$ cat src/rtl/bus_xfer_pkg.sv
`default_nettype none
// ============================================================================
// Module      : bus_xfer_pkg
// Description : Shared types for the bus transfer sequencer: FSM state enum,
//               queued command record and the command-rejection rule.
// Revision    : 1.0 - initial release
// ============================================================================
package bus_xfer_pkg;

    localparam int C_BITS  = 8;
    localparam int C_NREGS = 8;
    localparam int C_IDXW  = $clog2(C_NREGS);

    typedef enum logic [1:0] {
        ST_IDLE    = 2'd0,
        ST_DRIVE   = 2'd1,
        ST_LOAD    = 2'd2,
        ST_RELEASE = 2'd3
    } xfer_state_t;

    // Field widths track the package constants; the top-level BITS/NREGS
    // parameters must not exceed them.
    typedef struct packed {
        logic [C_IDXW-1:0] src;
        logic [C_IDXW-1:0] dst;
        logic              imm;
        logic [C_BITS-1:0] data;
    } xfer_cmd_t;

    function automatic logic cmd_rejected(input xfer_cmd_t c, input int nregs);
        logic w_bad_dst;
        logic w_bad_src;
        w_bad_dst = (int'(c.dst) >= nregs);
        w_bad_src = !c.imm && ((int'(c.src) >= nregs) || (c.src == c.dst));
        return w_bad_dst || w_bad_src;
    endfunction

endpackage
`default_nettype wire

$ cat src/rtl/bus_xfer_ctrl_if.sv
`default_nettype none
// ============================================================================
// Module      : bus_xfer_ctrl_if
// Description : Command handshake and register-bus strobes of bus_xfer_ctrl.
//               master = controller side, slave = host / register-file side.
// Revision    : 1.0 - initial release
// ============================================================================
interface bus_xfer_ctrl_if #(
    parameter int BITS  = bus_xfer_pkg::C_BITS,
    parameter int NREGS = bus_xfer_pkg::C_NREGS
);
    localparam int IDXW = $clog2(NREGS);

    logic              cmd_valid;
    logic              cmd_ready;
    logic [IDXW-1:0]   cmd_src;
    logic [IDXW-1:0]   cmd_dst;
    logic              cmd_imm;
    logic [BITS-1:0]   cmd_data;
    logic [NREGS-1:0]  reg_en;
    logic [NREGS-1:0]  reg_set;
    logic [BITS-1:0]   bus_out;
    logic              bus_oe;
    logic [BITS-1:0]   bus_in;
    logic              xfer_done;
    logic [BITS-1:0]   xfer_data;
    logic              xfer_err;

    modport master (
        input  cmd_valid, cmd_src, cmd_dst, cmd_imm, cmd_data, bus_in,
        output cmd_ready, reg_en, reg_set, bus_out, bus_oe,
               xfer_done, xfer_data, xfer_err
    );

    modport slave (
        output cmd_valid, cmd_src, cmd_dst, cmd_imm, cmd_data, bus_in,
        input  cmd_ready, reg_en, reg_set, bus_out, bus_oe,
               xfer_done, xfer_data, xfer_err
    );

endinterface
`default_nettype wire

$ cat src/rtl/cmd_fifo.sv
`default_nettype none
// ============================================================================
// Module      : cmd_fifo
// Description : Synchronous FIFO of xfer_cmd_t with full/empty flags; push and
//               pop in the same cycle are both honoured even when full.
//               Only built when BUS_XFER_FIFO_EN is defined.
// Revision    : 1.0 - initial release
// ============================================================================
`ifdef BUS_XFER_FIFO_EN
module cmd_fifo
    import bus_xfer_pkg::*;
#(
    parameter int DEPTH = 4
) (
    input  wire logic      clk,
    input  wire logic      rst,
    input  wire logic      i_push,
    input  wire xfer_cmd_t i_wdata,
    input  wire logic      i_pop,
    output xfer_cmd_t      o_rdata,
    output logic           o_full,
    output logic           o_empty
);

    localparam int AW = $clog2(DEPTH);

    xfer_cmd_t     r_mem [DEPTH];
    logic [AW:0]   r_wptr;
    logic [AW:0]   r_rptr;
    logic          w_do_push;
    logic          w_do_pop;

    // Extra pointer MSB distinguishes full from empty when the indices match.
    assign o_empty   = (r_wptr == r_rptr);
    assign o_full    = (r_wptr[AW] != r_rptr[AW]) &&
                       (r_wptr[AW-1:0] == r_rptr[AW-1:0]);
    assign w_do_pop  = i_pop && !o_empty;
    assign w_do_push = i_push && (!o_full || w_do_pop);
    assign o_rdata   = r_mem[r_rptr[AW-1:0]];

    always_ff @(posedge clk or posedge rst) begin
        if (rst) begin
            r_wptr <= '0;
            r_rptr <= '0;
        end else begin
            if (w_do_push) r_wptr <= r_wptr + {{AW{1'b0}}, 1'b1};
            if (w_do_pop)  r_rptr <= r_rptr + {{AW{1'b0}}, 1'b1};
        end
    end

    always_ff @(posedge clk) begin
        if (w_do_push) r_mem[r_wptr[AW-1:0]] <= i_wdata;
    end

endmodule
`endif
`default_nettype wire

$ cat src/rtl/bus_xfer_ctrl.sv
`default_nettype none
// ============================================================================
// Module      : bus_xfer_ctrl
// Description : Sequences register-to-register / immediate-to-register moves
//               on the shared data bus: DRIVE -> LOAD -> RELEASE per command.
//               Optional command queue enabled by BUS_XFER_FIFO_EN.
// Revision    : 1.0 - initial release
// ============================================================================
module bus_xfer_ctrl
    import bus_xfer_pkg::*;
#(
    parameter int BITS       = C_BITS,
    parameter int NREGS      = C_NREGS,
    parameter int FIFO_DEPTH = 4
) (
    input  wire logic       clk,
    input  wire logic       rst,
    bus_xfer_ctrl_if.master bif
);

    localparam int IDXW = $clog2(NREGS);

    xfer_state_t      r_state;
    xfer_state_t      w_state_nxt;
    logic [NREGS-1:0] r_reg_en;
    logic [NREGS-1:0] r_reg_set;
    logic             r_bus_oe;
    logic [BITS-1:0]  r_bus_out;
    logic             r_done;
    logic             r_err;
    logic [BITS-1:0]  r_xfer_data;
    logic [IDXW-1:0]  r_cmd_dst;

    logic [NREGS-1:0] w_reg_en_nxt;
    logic [NREGS-1:0] w_reg_set_nxt;
    logic             w_bus_oe_nxt;
    logic [BITS-1:0]  w_bus_out_nxt;
    logic             w_done_nxt;
    logic             w_err_nxt;
    logic             w_capture;
    logic             w_take;
    logic             w_avail;
    xfer_cmd_t        w_head;

    function automatic logic [NREGS-1:0] onehot(input logic [IDXW-1:0] idx);
        return {{(NREGS-1){1'b0}}, 1'b1} << idx;
    endfunction

`ifdef BUS_XFER_FIFO_EN
    logic      w_full;
    logic      w_empty;
    xfer_cmd_t w_push_cmd;

    assign w_push_cmd = '{src: bif.cmd_src, dst: bif.cmd_dst,
                          imm: bif.cmd_imm, data: bif.cmd_data};

    cmd_fifo #(
        .DEPTH (FIFO_DEPTH)
    ) u_cmd_fifo (
        .clk     (clk),
        .rst     (rst),
        .i_push  (bif.cmd_valid && !w_full),
        .i_wdata (w_push_cmd),
        .i_pop   (w_take),
        .o_rdata (w_head),
        .o_full  (w_full),
        .o_empty (w_empty)
    );

    assign w_avail       = !w_empty;
    assign bif.cmd_ready = !w_full;
`else
    assign w_head        = '{src: bif.cmd_src, dst: bif.cmd_dst,
                             imm: bif.cmd_imm, data: bif.cmd_data};
    assign w_avail       = bif.cmd_valid;
    // Accepting a command moves straight to DRIVE, so IDLE never holds one.
    assign bif.cmd_ready = (r_state == ST_IDLE);

    // FIFO_DEPTH only shapes the optional queue.
    if (FIFO_DEPTH < 1) begin : g_fifo_depth_unused
    end
`endif

    assign w_take = (r_state == ST_IDLE) && w_avail;

    always_ff @(posedge clk or posedge rst) begin
        if (rst) r_state <= ST_IDLE;
        else     r_state <= w_state_nxt;
    end

    // Next-state and next-output values; all strobes are registered below.
    always_comb begin
        w_state_nxt   = r_state;
        w_reg_en_nxt  = '0;
        w_reg_set_nxt = '0;
        w_bus_oe_nxt  = 1'b0;
        w_bus_out_nxt = '0;
        w_done_nxt    = 1'b0;
        w_err_nxt     = 1'b0;
        w_capture     = 1'b0;
        case (r_state)
            ST_IDLE: begin
                if (w_take) begin
                    if (cmd_rejected(w_head, NREGS)) begin
                        w_state_nxt = ST_RELEASE;
                        w_done_nxt  = 1'b1;
                        w_err_nxt   = 1'b1;
                    end else begin
                        w_state_nxt = ST_DRIVE;
                        if (w_head.imm) begin
                            w_bus_oe_nxt  = 1'b1;
                            w_bus_out_nxt = w_head.data;
                        end else begin
                            w_reg_en_nxt  = onehot(w_head.src);
                        end
                    end
                end
            end
            ST_DRIVE: begin
                w_state_nxt   = ST_LOAD;
                w_reg_en_nxt  = r_reg_en;
                w_bus_oe_nxt  = r_bus_oe;
                w_bus_out_nxt = r_bus_out;
                w_reg_set_nxt = onehot(r_cmd_dst);
            end
            ST_LOAD: begin
                w_state_nxt = ST_RELEASE;
                w_done_nxt  = 1'b1;
                w_capture   = 1'b1;
            end
            ST_RELEASE: begin
                w_state_nxt = ST_IDLE;
            end
            default: begin
                w_state_nxt = ST_IDLE;
            end
        endcase
    end

    always_ff @(posedge clk or posedge rst) begin
        if (rst) begin
            r_reg_en    <= '0;
            r_reg_set   <= '0;
            r_bus_oe    <= 1'b0;
            r_bus_out   <= '0;
            r_done      <= 1'b0;
            r_err       <= 1'b0;
            r_xfer_data <= '0;
            r_cmd_dst   <= '0;
        end else begin
            r_reg_en  <= w_reg_en_nxt;
            r_reg_set <= w_reg_set_nxt;
            r_bus_oe  <= w_bus_oe_nxt;
            r_bus_out <= w_bus_out_nxt;
            r_done    <= w_done_nxt;
            r_err     <= w_err_nxt;
            if (w_capture) r_xfer_data <= bif.bus_in;
            if (w_take)    r_cmd_dst   <= w_head.dst;
        end
    end

    assign bif.reg_en    = r_reg_en;
    assign bif.reg_set   = r_reg_set;
    assign bif.bus_oe    = r_bus_oe;
    assign bif.bus_out   = r_bus_out;
    assign bif.xfer_done = r_done;
    assign bif.xfer_err  = r_err;
    assign bif.xfer_data = r_xfer_data;

endmodule
`default_nettype wire

$ cat src/flat_wrapper.sv
// flat-port wrapper written by rule: the top's interface ports become plain ports
module bus_xfer_ctrl_flat import bus_xfer_pkg::*;
#(
    parameter int BITS       = C_BITS,
    parameter int NREGS      = C_NREGS,
    parameter int FIFO_DEPTH = 4
)
  (clk, rst, bif_cmd_valid, bif_cmd_src, bif_cmd_dst, bif_cmd_imm, bif_cmd_data, bif_bus_in, bif_cmd_ready, bif_reg_en, bif_reg_set, bif_bus_out, bif_bus_oe, bif_xfer_done, bif_xfer_data, bif_xfer_err);
  bus_xfer_ctrl_if #(.BITS(BITS), .NREGS(NREGS)) bif_i ();
  input  wire logic clk;
  input  wire logic rst;
  input wire logic [$bits(bif_i.cmd_valid)-1:0] bif_cmd_valid;
  input wire logic [$bits(bif_i.cmd_src)-1:0] bif_cmd_src;
  input wire logic [$bits(bif_i.cmd_dst)-1:0] bif_cmd_dst;
  input wire logic [$bits(bif_i.cmd_imm)-1:0] bif_cmd_imm;
  input wire logic [$bits(bif_i.cmd_data)-1:0] bif_cmd_data;
  input wire logic [$bits(bif_i.bus_in)-1:0] bif_bus_in;
  output wire logic [$bits(bif_i.cmd_ready)-1:0] bif_cmd_ready;
  output wire logic [$bits(bif_i.reg_en)-1:0] bif_reg_en;
  output wire logic [$bits(bif_i.reg_set)-1:0] bif_reg_set;
  output wire logic [$bits(bif_i.bus_out)-1:0] bif_bus_out;
  output wire logic [$bits(bif_i.bus_oe)-1:0] bif_bus_oe;
  output wire logic [$bits(bif_i.xfer_done)-1:0] bif_xfer_done;
  output wire logic [$bits(bif_i.xfer_data)-1:0] bif_xfer_data;
  output wire logic [$bits(bif_i.xfer_err)-1:0] bif_xfer_err;
  assign bif_i.cmd_valid = bif_cmd_valid;
  assign bif_i.cmd_src = bif_cmd_src;
  assign bif_i.cmd_dst = bif_cmd_dst;
  assign bif_i.cmd_imm = bif_cmd_imm;
  assign bif_i.cmd_data = bif_cmd_data;
  assign bif_i.bus_in = bif_bus_in;
  assign bif_cmd_ready = bif_i.cmd_ready;
  assign bif_reg_en = bif_i.reg_en;
  assign bif_reg_set = bif_i.reg_set;
  assign bif_bus_out = bif_i.bus_out;
  assign bif_bus_oe = bif_i.bus_oe;
  assign bif_xfer_done = bif_i.xfer_done;
  assign bif_xfer_data = bif_i.xfer_data;
  assign bif_xfer_err = bif_i.xfer_err;
  bus_xfer_ctrl #(.BITS(BITS), .NREGS(NREGS), .FIFO_DEPTH(FIFO_DEPTH)) u_core (.clk(clk), .rst(rst), .bif(bif_i));
endmodule
$ cat config.mk
export PLATFORM = sky130hd
export DESIGN_NAME = bus_xfer_ctrl_flat
export DESIGN_NICKNAME = d
export VERILOG_FILES = /design/src/rtl/bus_xfer_pkg.sv /design/src/rtl/bus_xfer_ctrl_if.sv /design/src/rtl/cmd_fifo.sv /design/src/rtl/bus_xfer_ctrl.sv /design/src/flat_wrapper.sv
export SDC_FILE = /design/constraint.sdc
export NUM_CORES = 1
export LEC_CHECK = 0
export BUFFER_PORTS_ARGS = -buffer_cell sky130_fd_sc_hd__buf_2
export CORE_ASPECT_RATIO = 0.7
export CORE_MARGIN = 2
export CORE_UTILIZATION = 51
export DETAILED_ROUTE_END_ITERATION = 10
export PLACE_DENSITY = 0.83
export SKIP_CTS_REPAIR_TIMING = 1
export SYNTH_ARGS = -nofsm -noshare
export SYNTH_HDL_FRONTEND = slang
export SYNTH_SLANG_ARGS = --single-unit
$ cat constraint.sdc
create_clock -name clk -period 3.02 [get_ports clk]
set_clock_uncertainty 0.05 [all_clocks]
set_input_delay 0.302 -clock clk [delete_from_list [all_inputs] [get_ports clk]]
set_output_delay 0.302 -clock clk [all_outputs]
set_load 0.01 [all_outputs]
==> flow_summary.ini <==
[routing]
ant_nets = 0
dr_total_vias = 1147
drt_iter0_markers = 45
viasPerCell = 5.31
wl_um = 3170
drc = 0
avgRoutedWirePerCell_um = 14.7
dr.pass1.iters = 5

[die]
dieArea_um2 = 3560
start_util_pct = 55.2
die_w_um = 70.5
die_h_um = 50.6
core_area_um2 = 2860
num_io_pins = 62
rows = 16

[cts]
clockBufferDepth = 2
numCtsBuffers = 5
clock_latency_ps = 280
cts.reportedPaths.clkPinSlew_ps = 70
cts_sinks = 40
htreeDepth = 2
cts_tree = built
root_buffer = clkbuf_8

[power_and_ir_drop]
power.total_mw = 1.64
combPwrFrac_pct = 33.6
power_density_nw_per_um2 = 817
power.clock.fraction_pct = 21.2
p_int_mw = 1.11
p_sw_mw = 0.531
total_leakage_power_nw = 1.06
ir_worst_vdd_mv = 0.359
power_frac_seq_pct = 45.3
power.share.switching_pct = 32.5

[timing]
min_period_ps = 1880
fin_tns_setup_ps = 0
fin_crit_sh_pct = 62.1
max_slew_margin_pct = 46.8
rsz0062_at_grt = false
setup_viol_count_final = 0
slew_viol_final = 0
finalHoldViolCount = 0
fmax_ghz = 0.533
worst_pin_slew_ps = 798

[synthesis]
avgSynthCellArea_um2 = 14.0
synth_nets = 142
ys_ff_latch = 40
synth_most_common_cell = dfrtp_1
yosysUniqueCellTypes = 24
synth_area_leaders = dfrtp_1, mux2_2, a32o_1
ys.flop_type = dfrtp_1
yosysSeqAreaShare_pct = 63.4
synthTopCellsByCount = dfrtp_1, mux2_2, nor2_1, a22o_1, a32o_1
syn_inst = 113
synth_area_um2 = 1580
synth.largest_area_cell = dfrtp_1
ys.warnings.count = 0
synth.top_cell.area_share_pct = 63.4
async_reset_ff_share_pct = 100
synth-edff-count = 0

[setup_path]
critPathSlowestCell = ha_1
slowest_delay_ps = 680
arrival_ps = 1990
crit_buf_inv = 1
cp.required_ps = 3130
crit_family = adder cells
crit_type = register to register
path_cells = inv_1 > ha_1 > nor3_1 > a32o_1
cp_max_fo = 22
critPathCaptureType = register
cp-start-kind = register

[flow_run]
max_cap_viol_count = 0

[cells_and_area]
antenna_cells = 0
drive_above_1_share_pct = 46.1
final_nets = 208
syn2layout_area_growth_pct = 26.9
utilization_pct = 70.0
fin_cells = 216

[global_routing]
grt_pass1_wl_um = 5050
grt_usage_pct = 18.2
grt_max_degree = 41
grt_pass1_vias = 1103
antenna_found_initial = 0
gr-total-overflow = 0

[place]
placed_cells = 208
gp_congestion = 0.855
place.port_buffers = 61
place_hpwl_um = 2340

[status]
status = complete, no violations

[worst_hold_path]
hp-class = primary input to asynchronous set/reset pin
[per-layer routing]
layer / global-route usage (%) / vias to the layer above / part of all wire, %
li1: - / 541 / -
met1: 24.4 / 561 / 46
met2: 30.2 / 43 / 47
met3: 5.02 / 2 / 6.7
met4: 3.85 / 0 / 0.41
met5: 0 / - / 0
[sequential cells by signal, summed over array words and instances (netlist names)]
name                  cells
u_core.bif.bus_oe         1
u_core.bif.xfer_err       1
u_core.r_state            2
u_core.r_cmd_dst          3
u_core.bif.xfer_done      1
u_core.bif.reg_set        8
u_core.bif.bus_out        8
u_core.bif.xfer_data      8
u_core.bif.reg_en         8
[power groups by stage]
stage,clock (mW),sequential (mW),combinational (mW)
after CTS,0.357,0.741,0.555
after floorplan,0,0.791,0.342
after detailed placement,0,0.751,0.551
final,0.346,0.741,0.549
after global routing,0.379,0.759,0.605
after global placement,0,0.742,0.531
[placed cells by master (no fill, tap or decap), drive strengths merged]
cell type  netlist  layout
buf              3      62
dfrtp           40      40
mux2            11      11
nor2            11      11
a32o             8       8
a22o             8       8
clkbuf           0       8
nand2b           4       4
nor3             4       4
nand2            4       4
nor3b            4       4
xnor2            3       3
inv              3       3
ha               3       3
nor2b            1       1
nand4            1       1
a31oi            1       1
a21oi            1       1
nand4b           1       1
o21bai           1       1
a21o             1       1
[metrics by stage]
| step | worst slack, ps | hold slack, ps | instance area (µm²) |
|---|---|---|---|
| global route | 1030 | 135 | 2000 |
| finish | 1140 | 87.5 | 2000 |
| CTS | 1150 | 97.9 | 2000 |
| detailed placement | 1170 | 390 | 1910 |
| floorplan | 1510 | 385 | 1580 |
| global placement | 1270 | 375 | 1910 |
[path summary, 6_finish.rpt]
| path | start | end | slack, ps | depth (start not counted) |
|---|---|---|---|---|
| worst min register to register | u_core.bif.reg_en[3]$_DFFE_PP0N_ | u_core.bif.reg_en[3]$_DFFE_PP0N_ | 450 | 1 |
| worst max register to register | u_core.r_state[1]$_DFFE_PP0P_ | u_core.bif.reg_en[0]$_DFFE_PP0N_ | 1140 | 4 |
| worst min-delay path | rst | u_core.bif.xfer_data[6]$_DFFE_PP0P_ | 90 | 3 |
| min in group clk | bif_cmd_data[2] | u_core.bif.bus_out[2]$_DFFE_PP0N_ | 200 | 2 |
| worst max-delay path | u_core.r_state[1]$_DFFE_PP0P_ | u_core.bif.reg_en[0]$_DFFE_PP0N_ | 1140 | 4 |
| max in group asynchronous | rst | u_core.bif.reg_set[6]$_DFF_PP0_ | 2490 | 3 |
[cell families (layout without fill, tap and decap cells)]
family | Yosys count | in the layout | synth area share, %
flip-flops | 40 | 40 | 63.4
AND/OR/NAND/NOR | 30 | 30 | 11.3
AO/OA/AOI/OAI | 20 | 20 | 11.3
multiplexers | 11 | 11 | 7.84
buffers and inverters | 6 | 73 | 2.22
adder cells (fa/ha/maj) | 3 | 3 | 2.38
XOR/XNOR | 3 | 3 | 1.66
[area by class of cell]
| type | count | area, µm² |
|---|---|---|
| fillers | 212 | 860 |
| well taps | 36 | 45.0 |
| flip-flops and latches | 40 | 1000 |
| repair buffers | 62 | 313 |
| clock buffers | 8 | 90.1 |
| multi-input cells | 67 | 543 |
| inverters | 3 | 11.3 |
[worst register-to-register path, delay by kind of cell, from the launching register on]
family	cells	cell delay, ps
DFF	1	390
AOI/OAI and AO/OA	1	320
buffers and inverters	1	80
adders and majority gates	1	680
and+or+nand+nor	1	250
Power figures use the tool's default switching activity.
